[src/rtl/lcd_pkg.sv]
// Shared types and constants for the HD44780 write-cycle controller.
package lcd_pkg;

    typedef enum logic [2:0] {
        IDLE  = 3'd0,
        SETUP = 3'd1,
        PULSE = 3'd2,
        HOLD  = 3'd3,
        WAIT  = 3'd4
    } lcd_state_e;

    // Bit positions inside the LSU io_lcd word
    localparam int unsigned LCD_ON_BIT  = 31;
    localparam int unsigned LCD_TOG_BIT = 10;
    localparam int unsigned LCD_RS_BIT  = 9;
    localparam int unsigned LCD_RW_BIT  = 8;

    // Commands that need the long clear/home execution wait
    localparam logic [7:0] LCD_CLR_OP      = 8'h01;
    localparam logic [7:0] LCD_HOME_OP     = 8'h02;
    localparam logic [7:0] LCD_HOME_ALT_OP = 8'h03;

    function automatic logic is_slow_cmd(input logic rs, input logic [7:0] data);
        return !rs && (data == LCD_CLR_OP || data == LCD_HOME_OP || data == LCD_HOME_ALT_OP);
    endfunction

endpackage

[src/rtl/lcd_delay_cnt.sv]
// Loadable down-counter that saturates at zero; zero_o flags expiry.
module lcd_delay_cnt #(
    parameter int unsigned WIDTH = 4
) (
    input  logic             clk_i,
    input  logic             rst_ni,
    input  logic             load_i,
    input  logic [WIDTH-1:0] load_val_i,
    output logic             zero_o
);

    logic [WIDTH-1:0] count_q;

    // Load takes priority; otherwise count down and hold at zero
    always_ff @(posedge clk_i) begin
        if (!rst_ni) begin
            count_q <= '0;
        end else if (load_i) begin
            count_q <= load_val_i;
        end else if (count_q != '0) begin
            count_q <= count_q - 1'b1;
        end
    end

    assign zero_o = (count_q == '0);

endmodule

[src/rtl/lcd_ctrl.sv]
// Turns toggle-strobed io_lcd words into timed HD44780 write cycles,
// with a one-deep pending slot and sticky error flags.
module lcd_ctrl
    import lcd_pkg::*;
#(
    parameter int unsigned T_SETUP_CYC = 4,
    parameter int unsigned T_EN_CYC    = 25,
    parameter int unsigned T_HOLD_CYC  = 4,
    parameter int unsigned T_EXEC_CYC  = 2500,
    parameter int unsigned T_CLR_CYC   = 82000
) (
    input  logic        clk_i,
    input  logic        rst_ni,
    input  logic [31:0] io_lcd_i,
    output logic [7:0]  lcd_data_o,
    output logic        lcd_rs_o,
    output logic        lcd_rw_o,
    output logic        lcd_en_o,
    output logic        lcd_on_o,
    output logic        busy_o,
    output logic        err_rw_o,
    output logic        err_ovf_o
);

    localparam int unsigned MAX_A = (T_SETUP_CYC > T_EN_CYC) ? T_SETUP_CYC : T_EN_CYC;
    localparam int unsigned MAX_B = (T_HOLD_CYC > T_EXEC_CYC) ? T_HOLD_CYC : T_EXEC_CYC;
    localparam int unsigned MAX_C = (MAX_A > MAX_B) ? MAX_A : MAX_B;
    localparam int unsigned MAX_T = (MAX_C > T_CLR_CYC) ? MAX_C : T_CLR_CYC;
    localparam int unsigned CNT_W = (MAX_T > 1) ? $clog2(MAX_T) : 1;

    localparam logic [CNT_W-1:0] LD_SETUP = CNT_W'(T_SETUP_CYC - 1);
    localparam logic [CNT_W-1:0] LD_EN    = CNT_W'(T_EN_CYC - 1);
    localparam logic [CNT_W-1:0] LD_HOLD  = CNT_W'(T_HOLD_CYC - 1);
    localparam logic [CNT_W-1:0] LD_EXEC  = CNT_W'(T_EXEC_CYC - 1);
    localparam logic [CNT_W-1:0] LD_CLR   = CNT_W'(T_CLR_CYC - 1);

    lcd_state_e       state_q;
    logic             tog_q;
    logic             pend_valid_q;
    logic             pend_rs_q;
    logic [7:0]       pend_data_q;
    logic             req, req_ok, req_rw, wait_done;
    logic             cnt_load, cnt_zero;
    logic [CNT_W-1:0] cnt_val;
    logic             unused_io;

    assign unused_io = ^{io_lcd_i[30:11]};

    assign req       = (io_lcd_i[LCD_TOG_BIT] != tog_q);
    assign req_ok    = req && !io_lcd_i[LCD_RW_BIT];
    assign req_rw    = req && io_lcd_i[LCD_RW_BIT];
    assign wait_done = (state_q == WAIT) && cnt_zero;

    assign lcd_rw_o = 1'b0;
    assign busy_o   = (state_q != IDLE) || pend_valid_q;

    // Counter reload mirrors every state transition taken by the FSM below
    always_comb begin
        cnt_load = 1'b0;
        cnt_val  = '0;
        unique case (state_q)
            IDLE:  if (req_ok)   begin cnt_load = 1'b1; cnt_val = LD_SETUP; end
            SETUP: if (cnt_zero) begin cnt_load = 1'b1; cnt_val = LD_EN;    end
            PULSE: if (cnt_zero) begin cnt_load = 1'b1; cnt_val = LD_HOLD;  end
            HOLD:  if (cnt_zero) begin
                cnt_load = 1'b1;
                cnt_val  = is_slow_cmd(lcd_rs_o, lcd_data_o) ? LD_CLR : LD_EXEC;
            end
            WAIT:  if (cnt_zero && (pend_valid_q || req_ok)) begin
                cnt_load = 1'b1;
                cnt_val  = LD_SETUP;
            end
            default: ;
        endcase
    end

    lcd_delay_cnt #(.WIDTH(CNT_W)) u_delay (
        .clk_i      (clk_i),
        .rst_ni     (rst_ni),
        .load_i     (cnt_load),
        .load_val_i (cnt_val),
        .zero_o     (cnt_zero)
    );

    // Write-cycle FSM, toggle detector, pending slot and sticky flags
    always_ff @(posedge clk_i) begin
        if (!rst_ni) begin
            state_q      <= IDLE;
            tog_q        <= io_lcd_i[LCD_TOG_BIT];
            pend_valid_q <= 1'b0;
            pend_rs_q    <= 1'b0;
            pend_data_q  <= '0;
            lcd_data_o   <= '0;
            lcd_rs_o     <= 1'b0;
            lcd_en_o     <= 1'b0;
            lcd_on_o     <= 1'b0;
            err_rw_o     <= 1'b0;
            err_ovf_o    <= 1'b0;
        end else begin
            tog_q    <= io_lcd_i[LCD_TOG_BIT];
            lcd_on_o <= io_lcd_i[LCD_ON_BIT];
            if (req_rw) err_rw_o <= 1'b1;

            unique case (state_q)
                IDLE: if (req_ok) begin
                    lcd_data_o <= io_lcd_i[7:0];
                    lcd_rs_o   <= io_lcd_i[LCD_RS_BIT];
                    state_q    <= SETUP;
                end
                SETUP: if (cnt_zero) begin
                    state_q  <= PULSE;
                    lcd_en_o <= 1'b1;
                end
                PULSE: if (cnt_zero) begin
                    state_q  <= HOLD;
                    lcd_en_o <= 1'b0;
                end
                HOLD: if (cnt_zero) state_q <= WAIT;
                WAIT: if (cnt_zero) begin
                    if (pend_valid_q) begin
                        lcd_data_o   <= pend_data_q;
                        lcd_rs_o     <= pend_rs_q;
                        pend_valid_q <= 1'b0;
                        state_q      <= SETUP;
                    end else if (req_ok) begin
                        lcd_data_o <= io_lcd_i[7:0];
                        lcd_rs_o   <= io_lcd_i[LCD_RS_BIT];
                        state_q    <= SETUP;
                    end else begin
                        state_q <= IDLE;
                    end
                end
                default: state_q <= IDLE;
            endcase

            // A request arriving while busy parks in the slot; at WAIT exit the
            // slot is drained first, so this later write refills it, and only a
            // request meeting an empty slot at WAIT exit bypasses it.
            if (req_ok && (state_q != IDLE) && !(wait_done && !pend_valid_q)) begin
                pend_valid_q <= 1'b1;
                pend_rs_q    <= io_lcd_i[LCD_RS_BIT];
                pend_data_q  <= io_lcd_i[7:0];
                if (pend_valid_q && !wait_done) err_ovf_o <= 1'b1;
            end
        end
    end

endmodule

[config.mk]
export PLATFORM = sky130hd
export DESIGN_NAME = lcd_ctrl
export DESIGN_NICKNAME = d
export VERILOG_FILES = /design/src/rtl/lcd_pkg.sv /design/src/rtl/lcd_delay_cnt.sv /design/src/rtl/lcd_ctrl.sv
export SDC_FILE = /design/constraint.sdc
export NUM_CORES = 1
export LEC_CHECK = 0
export BUFFER_PORTS_ARGS = -buffer_cell sky130_fd_sc_hd__buf_2
export CAP_MARGIN = 20
export CORE_AREA = 2 2 90 92
export CTS_BUF_LIST = sky130_fd_sc_hd__clkbuf_4 sky130_fd_sc_hd__clkbuf_8 sky130_fd_sc_hd__clkbuf_16
export CTS_CLUSTER_DIAMETER = 100
export DETAILED_ROUTE_END_ITERATION = 10
export DIE_AREA = 0 0 92 94
export PLACE_DENSITY = 0.56
export SLEW_MARGIN = 20
export SYNTH_ARGS = -nofsm -noshare
export SYNTH_HDL_FRONTEND = slang
export SYNTH_SLANG_ARGS = --single-unit
[constraint.sdc]
create_clock -name clk_i -period 2.45 [get_ports clk_i]
set_clock_uncertainty 0.15 [all_clocks]
set_input_delay 0.49 -clock clk_i [delete_from_list [all_inputs] [get_ports clk_i]]
set_output_delay 0.49 -clock clk_i [all_outputs]
set_load 0.005 [all_outputs]
# After elaboration in Yosys (flattened, before gate mapping)
# Cells that the tools add are included.
classes:
  n_addsub: 1
  mul: 0
  div: 0
  order_cmp: 0
  n_eq_ne: 13
  shift: 0
  mux: 34
  bitwise_logic: 0
  n_reduce_logical: 33
ops:
  columns: ["op", "n"]
  rows:
  - ["case mux 17 bit (5 select lines)", 1]
  - ["two-way mux 17 bit", 4]
  - ["two-way mux 8 bit", 3]
  - ["zero test 17 bit", 1]
  - ["nonzero test 17 bit", 1]
  - ["subtractor 17 x 1 -> 17 bit, second input constant", 1]
  - ["== test 8 x 2 -> 1 bit, second input constant", 2]
  - ["case mux 8 bit (2 select lines)", 1]
  - ["two-way mux 3 bit", 5]
  - ["case mux 3 bit (5 select lines)", 1]
  - ["two-way mux 1 bit", 12]
  - ["inequality test 2 bit, second input constant", 5]
  - ["nonzero test 2 bit", 5]
  - ["logical AND 1 bit", 9]
  - ["== test 8 x 1 -> 1 bit, second input constant", 1]
  - ["== test 3 x 2 -> 1 bit, second input constant", 2]
  - ["two-way mux 2 bit", 3]
  - ["AND reduction 2 bit", 3]
  - ["zero test 1 bit", 5]
  - ["two-way mux 5 bit", 1]
  - ["AND reduction 5 bit", 1]
  - ["logical OR 1 bit", 4]
  - ["case mux 1 bit (2 select lines)", 2]
  - ["== test 3 x 1 -> 1 bit, second input constant", 1]
  - ["other kinds (7)", 7]
word_totals:
  regBits: 44
  latchBits: 0
  ram_bits: 0
  rom_bits: 0
  inputBits: 34
  word_cells: 93
  memories: 0

# Logic depth before layout (Yosys ltp)
depth:
  depth_word: 8
  depth_mapped: 7
  ltp_nobuf: 7

# By module
# From an unflattened synthesis, not the netlist that was laid out.
unflattened:
  cells_unflattened: 257
  area_unflattened_um2: 2237.1
by_module_without_submodules:
  columns: ["module", "n_inst", "cells_each", "area_each_um2", "seq_area_each_um2"]
  rows:
  - ["lcd_ctrl", 1, 146, 1317.5, 540.5]
  - ["lcd_delay_cnt", 1, 111, 919.6, 340.3]

# Least setup slack after synthesis
# Ideal clock, no wire load.
synth_path:
  kind: "register to register"
  startpoint: "register u_delay.count_q[2]"
  endpoint: "register u_delay.count_q[4]"
  arrival_ns: 1.765
  required_time_ns: 2.230
  slack_ns: 0.465
  stages_incl_launch_ff: 7
  path_buffers: 1
  synth_period_minus_slack_ns: 1.985
  cell_sequence: "dfxtp_1 buf_6 or4_4 nor3_4 nand2_4 or3_1 a21boi_1"
synth_via:
  elab_chain_cells: 5
  elab_cells_between_ends: 13
  classes_between: "1 x add/sub; 8 x mux; 4 x reduce/logical"
synth_rtl:
  columns: ["element", "line", "source"]
  rows:
  - ["start: declaration", "lcd_delay_cnt.sv:12", "logic [WIDTH-1:0] count_q;"]
  - ["start signal: assignment", "lcd_delay_cnt.sv:19", "count_q <= load_val_i;"]
  - ["start signal: assignment", "lcd_delay_cnt.sv:21", "count_q <= count_q - 1'b1;"]
  - ["branches (longest 5 deep; another with subtractor 17 x 1 -> 17 bit)", null, null]
# Several ways; the timed one is not identified. The select of a mux whose other input is x is not followed.
# A chain may end at the register's enable or synchronous reset.

# Worst setup path in the final report
layout_path:
  startpoint: "register u_delay.count_q[8]"
  endpoint: "register pend_data_q[7]"
layout_via:
  elab_chain_cells: 5
layout_rtl:
  columns: ["element", "line", "source"]
  rows:
  - ["zero test 17 bit", "lcd_delay_cnt.sv:25", "assign zero_o = (count_q == '0);"]
  - ["logical AND 1 bit", "lcd_ctrl.sv:52", "assign wait_done = (state_q == WAIT) && cnt_zero;"]
  - ["logical AND 1 bit", "lcd_ctrl.sv:139", "if (req_ok && (state_q != IDLE) && !(wait_done && !pend_valid_q)) begin"]
  - ["zero test 1 bit", "lcd_ctrl.sv:139", null]
  - ["logical AND 1 bit", "lcd_ctrl.sv:139", null]
  - ["end signal: assignment", "lcd_ctrl.sv:142", "pend_data_q <= io_lcd_i[7:0];"]
  - ["end: declaration", "lcd_ctrl.sv:41", "logic [7:0] pend_data_q;"]
# Every way passes these cells.

==> results.sh <==
export IMPL_rsz0062_at_grt="no"
export IMPL_slew_headroom_pct=61.2
export IMPL_peakVddDrop_v=0.000515
export IMPL_viasPerCell=5.05
export IMPL_n_fill_cell=829
export IMPL_synth_distinct_cells=47
export IMPL_regArea_um2=881
export IMPL_switching_power_uw=1430
export IMPL_ys_top_cells_by_count="44 x dfxtp_1, 21 x nor2_1, 14 x o21ai_0"
export IMPL_die_y_um=94
export IMPL_final_max_slew_viol_count=0
export IMPL_clkPwrFrac_pct=14.8
export IMPL_vias=1953
export IMPL_reg2reg_from="u_delay.count_q[8]"
export IMPL_cp_required_ns=2.49
export IMPL_clk_path_buf_depth=2
export IMPL_dr_pass1_iters=4
export IMPL_wl_per_cell_um=14.2
export IMPL_drive_gt1_share_pct=18.9
export IMPL_cts_reportedPaths_clkPinSlew_ns=0.08
export IMPL_port_buffers=27
export IMPL_syn_inst=255
export IMPL_reg2reg_to="pend_data_q[7]"
export IMPL_postRouteAntennaNets=0
export IMPL_grt_overflow=0
export IMPL_die_width_um=92
export IMPL_cts_sinks=44
export IMPL_syn_area_um2=2240
export IMPL_r2r_cells=6
export IMPL_tightest_slew_ns=0.580
export IMPL_p_leak_uw=0.00107
export IMPL_grt_pass1_vias=1872
export IMPL_pwr_share_seq_pct=34.0
export IMPL_post_synth_cell_area_avg_um2=8.78
export IMPL_antenna_found_initial=0
export IMPL_core_um2=7610
export IMPL_insertedDiodeCount=0
export IMPL_tns_ns=0
export IMPL_max_stage_delay_ns=0.40
export IMPL_min_delay_start="io_lcd_i[10]"
export IMPL_postCtsSetupRepairBufs=0
export IMPL_drv_cap=0
export IMPL_rows=32
export IMPL_synth_edf_count=0
export IMPL_start_util_pct=29.4
export IMPL_power_density_nw_per_um2=1230
export IMPL_cts_max_level=2
export IMPL_track_usage_pct=13.2
export IMPL_grt_pass1_wl_um=9110
export IMPL_post_route_drc_count=0
export IMPL_period_needed_ns=2.26
export IMPL_finalPower_uw=3220
export IMPL_grt_max_degree=16
export IMPL_path_class="flip-flop to flip-flop"
export IMPL_status="complete, no violations"
export IMPL_postCtsHoldBufs=0
export IMPL_power_frac_comb_pct=51.2
export IMPL_cpMaxStageDelayCell="dfxtp_1"
export IMPL_critPathLaunchType="flip-flop"
export IMPL_hold_violations=0
export IMPL_hold_depth=1
export IMPL_path_max_fanout=9
export IMPL_routabilityCongestion=0.899
export IMPL_cts_root_buf="clkbuf_8"
export IMPL_ctsResizeCount=0
export IMPL_die_area_um2=8650
export IMPL_path_cells="nor4_1 -> nand4_1 -> o41ai_2 -> buf_4 -> mux2i_1 -> nor2b_1"
export IMPL_final_net_count=320
export IMPL_clk_latency_ns=0.29
export IMPL_synth_top_area_share_pct=39.3
export IMPL_syn_to_final_growth_pct=16.5
export IMPL_setup_viol=0
export IMPL_critPathArrivalTime_ns=2.31
export IMPL_io_pins=49
export IMPL_drt_total_wl_um=5480
export IMPL_holdPathEnd="tog_q"
export IMPL_dp_hpwl_um=4060
export IMPL_yosys_warnings=0
export IMPL_r2r_slack_ns=0.19
export IMPL_p_sw_share_pct=44.4
export IMPL_synth_top_area_cell="dfxtp_1"
export IMPL_multi_input_area_um2=1300
export IMPL_synthFlopType="dfxtp_1"
export IMPL_drt_initial_drc_count=94
export IMPL_synthArstFlopShare_pct=0
export IMPL_syn_num_nets=291
export IMPL_fin_hold_ws_ns=0.173
export IMPL_fmax_mhz=442
export IMPL_cts_tree="built"
export IMPL_yosysMostFrequentCell="dfxtp_1"
export IMPL_ys_ff_latch=44
export IMPL_seq_area_frac_synth_pct=39.3
export IMPL_internal_power_uw=1790
export IMPL_fin_crit_sh_pct=92.4
export IMPL_setup_worst_path_end_class="flip-flop"
export IMPL_numCtsBuffers=5
export IMPL_synth_area_leaders="dfxtp_1 39%, mux2i_1 4.0%, nor2_1 3.5%"
export IMPL_min_path_type="primary input to flip-flop"
[cells in the final DEF, fill, tap and decap left out, types with 4 or more instances in the layout]
cell type / Yosys / layout
inv_1: 5 / 5
a21oi_1: 12 / 12
clkbuf_8: 0 / 6
dfxtp_1: 44 / 44
nor4_1: 11 / 10
o21ai_0: 14 / 14
nor3_1: 11 / 10
xnor2_1: 7 / 7
nand3_1: 8 / 8
buf_2: 0 / 27
xor2_1: 9 / 9
nand4_1: 7 / 7
nand2_1: 12 / 11
nor2b_1: 11 / 11
o2bb2ai_1: 9 / 9
mux2i_1: 9 / 9
a21boi_0: 4 / 4
buf_4: 2 / 7
nor2_1: 21 / 21
and3_1: 11 / 11
[how the worst max path moves through the flow]
stage | startpoint | end | depth (start not counted)
after floorplan | u_delay.count_q[2] | u_delay.count_q[4] | 6
after global placement | u_delay.count_q[2] | u_delay.count_q[7] | 5
after detailed placement | u_delay.count_q[9] | pend_data_q[7] | 6
after CTS | u_delay.count_q[9] | u_delay.count_q[8] | 5
after global routing | u_delay.count_q[8] | pend_data_q[4] | 6
final | u_delay.count_q[8] | pend_data_q[7] | 6
[cell type report]
class | count | area share [%]
well taps | 102 | 4.89
clock buffers | 6 | 3.16
inverters | 5 | 0.719
flip-flops and latches | 44 | 33.7
clock inverters | 2 | 0.575
repair buffers | 34 | 7.19
multi-input cells | 194 | 49.7
[power groups by stage]
stage | Combinational, µW | Clock (µW) | Sequential (µW)
4_1_cts | 1630 | 495 | 1090
6_report | 1650 | 476 | 1100
2_1_floorplan | 1270 | 0 | 1030
3_5_place_dp | 1610 | 0 | 1110
3_3_place_gp | 1600 | 0 | 1100
5_1_grt | 1810 | 522 | 1130
[stage by stage]
stage          util (%)  cell area [µm²]  instances  worst slack [ns]
6_report           34.3             2610        387             0.186
5_1_grt            34.3             2610        387            0.0184
4_1_cts            34.1             2590        387             0.195
3_5_place_dp       32.8             2490        379             0.218
3_3_place_gp       32.8             2490        379             0.197
2_1_floorplan         -             2240        255             0.465
[critical path, delay by kind of cell, from the launching register on]
kind	cells	cell delay (ns)
flops	1	0.40
simple gates	3	0.81
mux	1	0.21
buf+inv	1	0.27
compound gates	1	0.33
[layer usage]
metal	vias to the layer above	global-route usage, %	wire length [µm]
met1	910	17.4	2660
met4	0	3.98	30
met5	-	0	0
li1	998	-	-
met3	2	2.89	186
met2	43	21.6	2600
[logic make-up (layout without fill, tap and decap cells)]
kind of cell,after synthesis,count (layout),synth area share (%)
other cells,1,1,0.167
buf+inv,17,47,3.85
compound gates,54,54,16.1
fa+ha+maj,2,2,1.12
flops,44,44,39.3
xor+xnor,16,16,6.26
mux,9,9,4.02
simple gates,112,112,29.2
[sequential cells by signal, indices dropped and copies added, names as in the netlist]
register and flops:
u_delay.count_q 17, pend_rs_q 1, lcd_data_o 8, err_rw_o 1
err_ovf_o 1, lcd_on_o 1, tog_q 1, state_q 3
pend_data_q 8, pend_valid_q 1, lcd_en_o 1, lcd_rs_o 1
(Power assumes the default switching activity.)
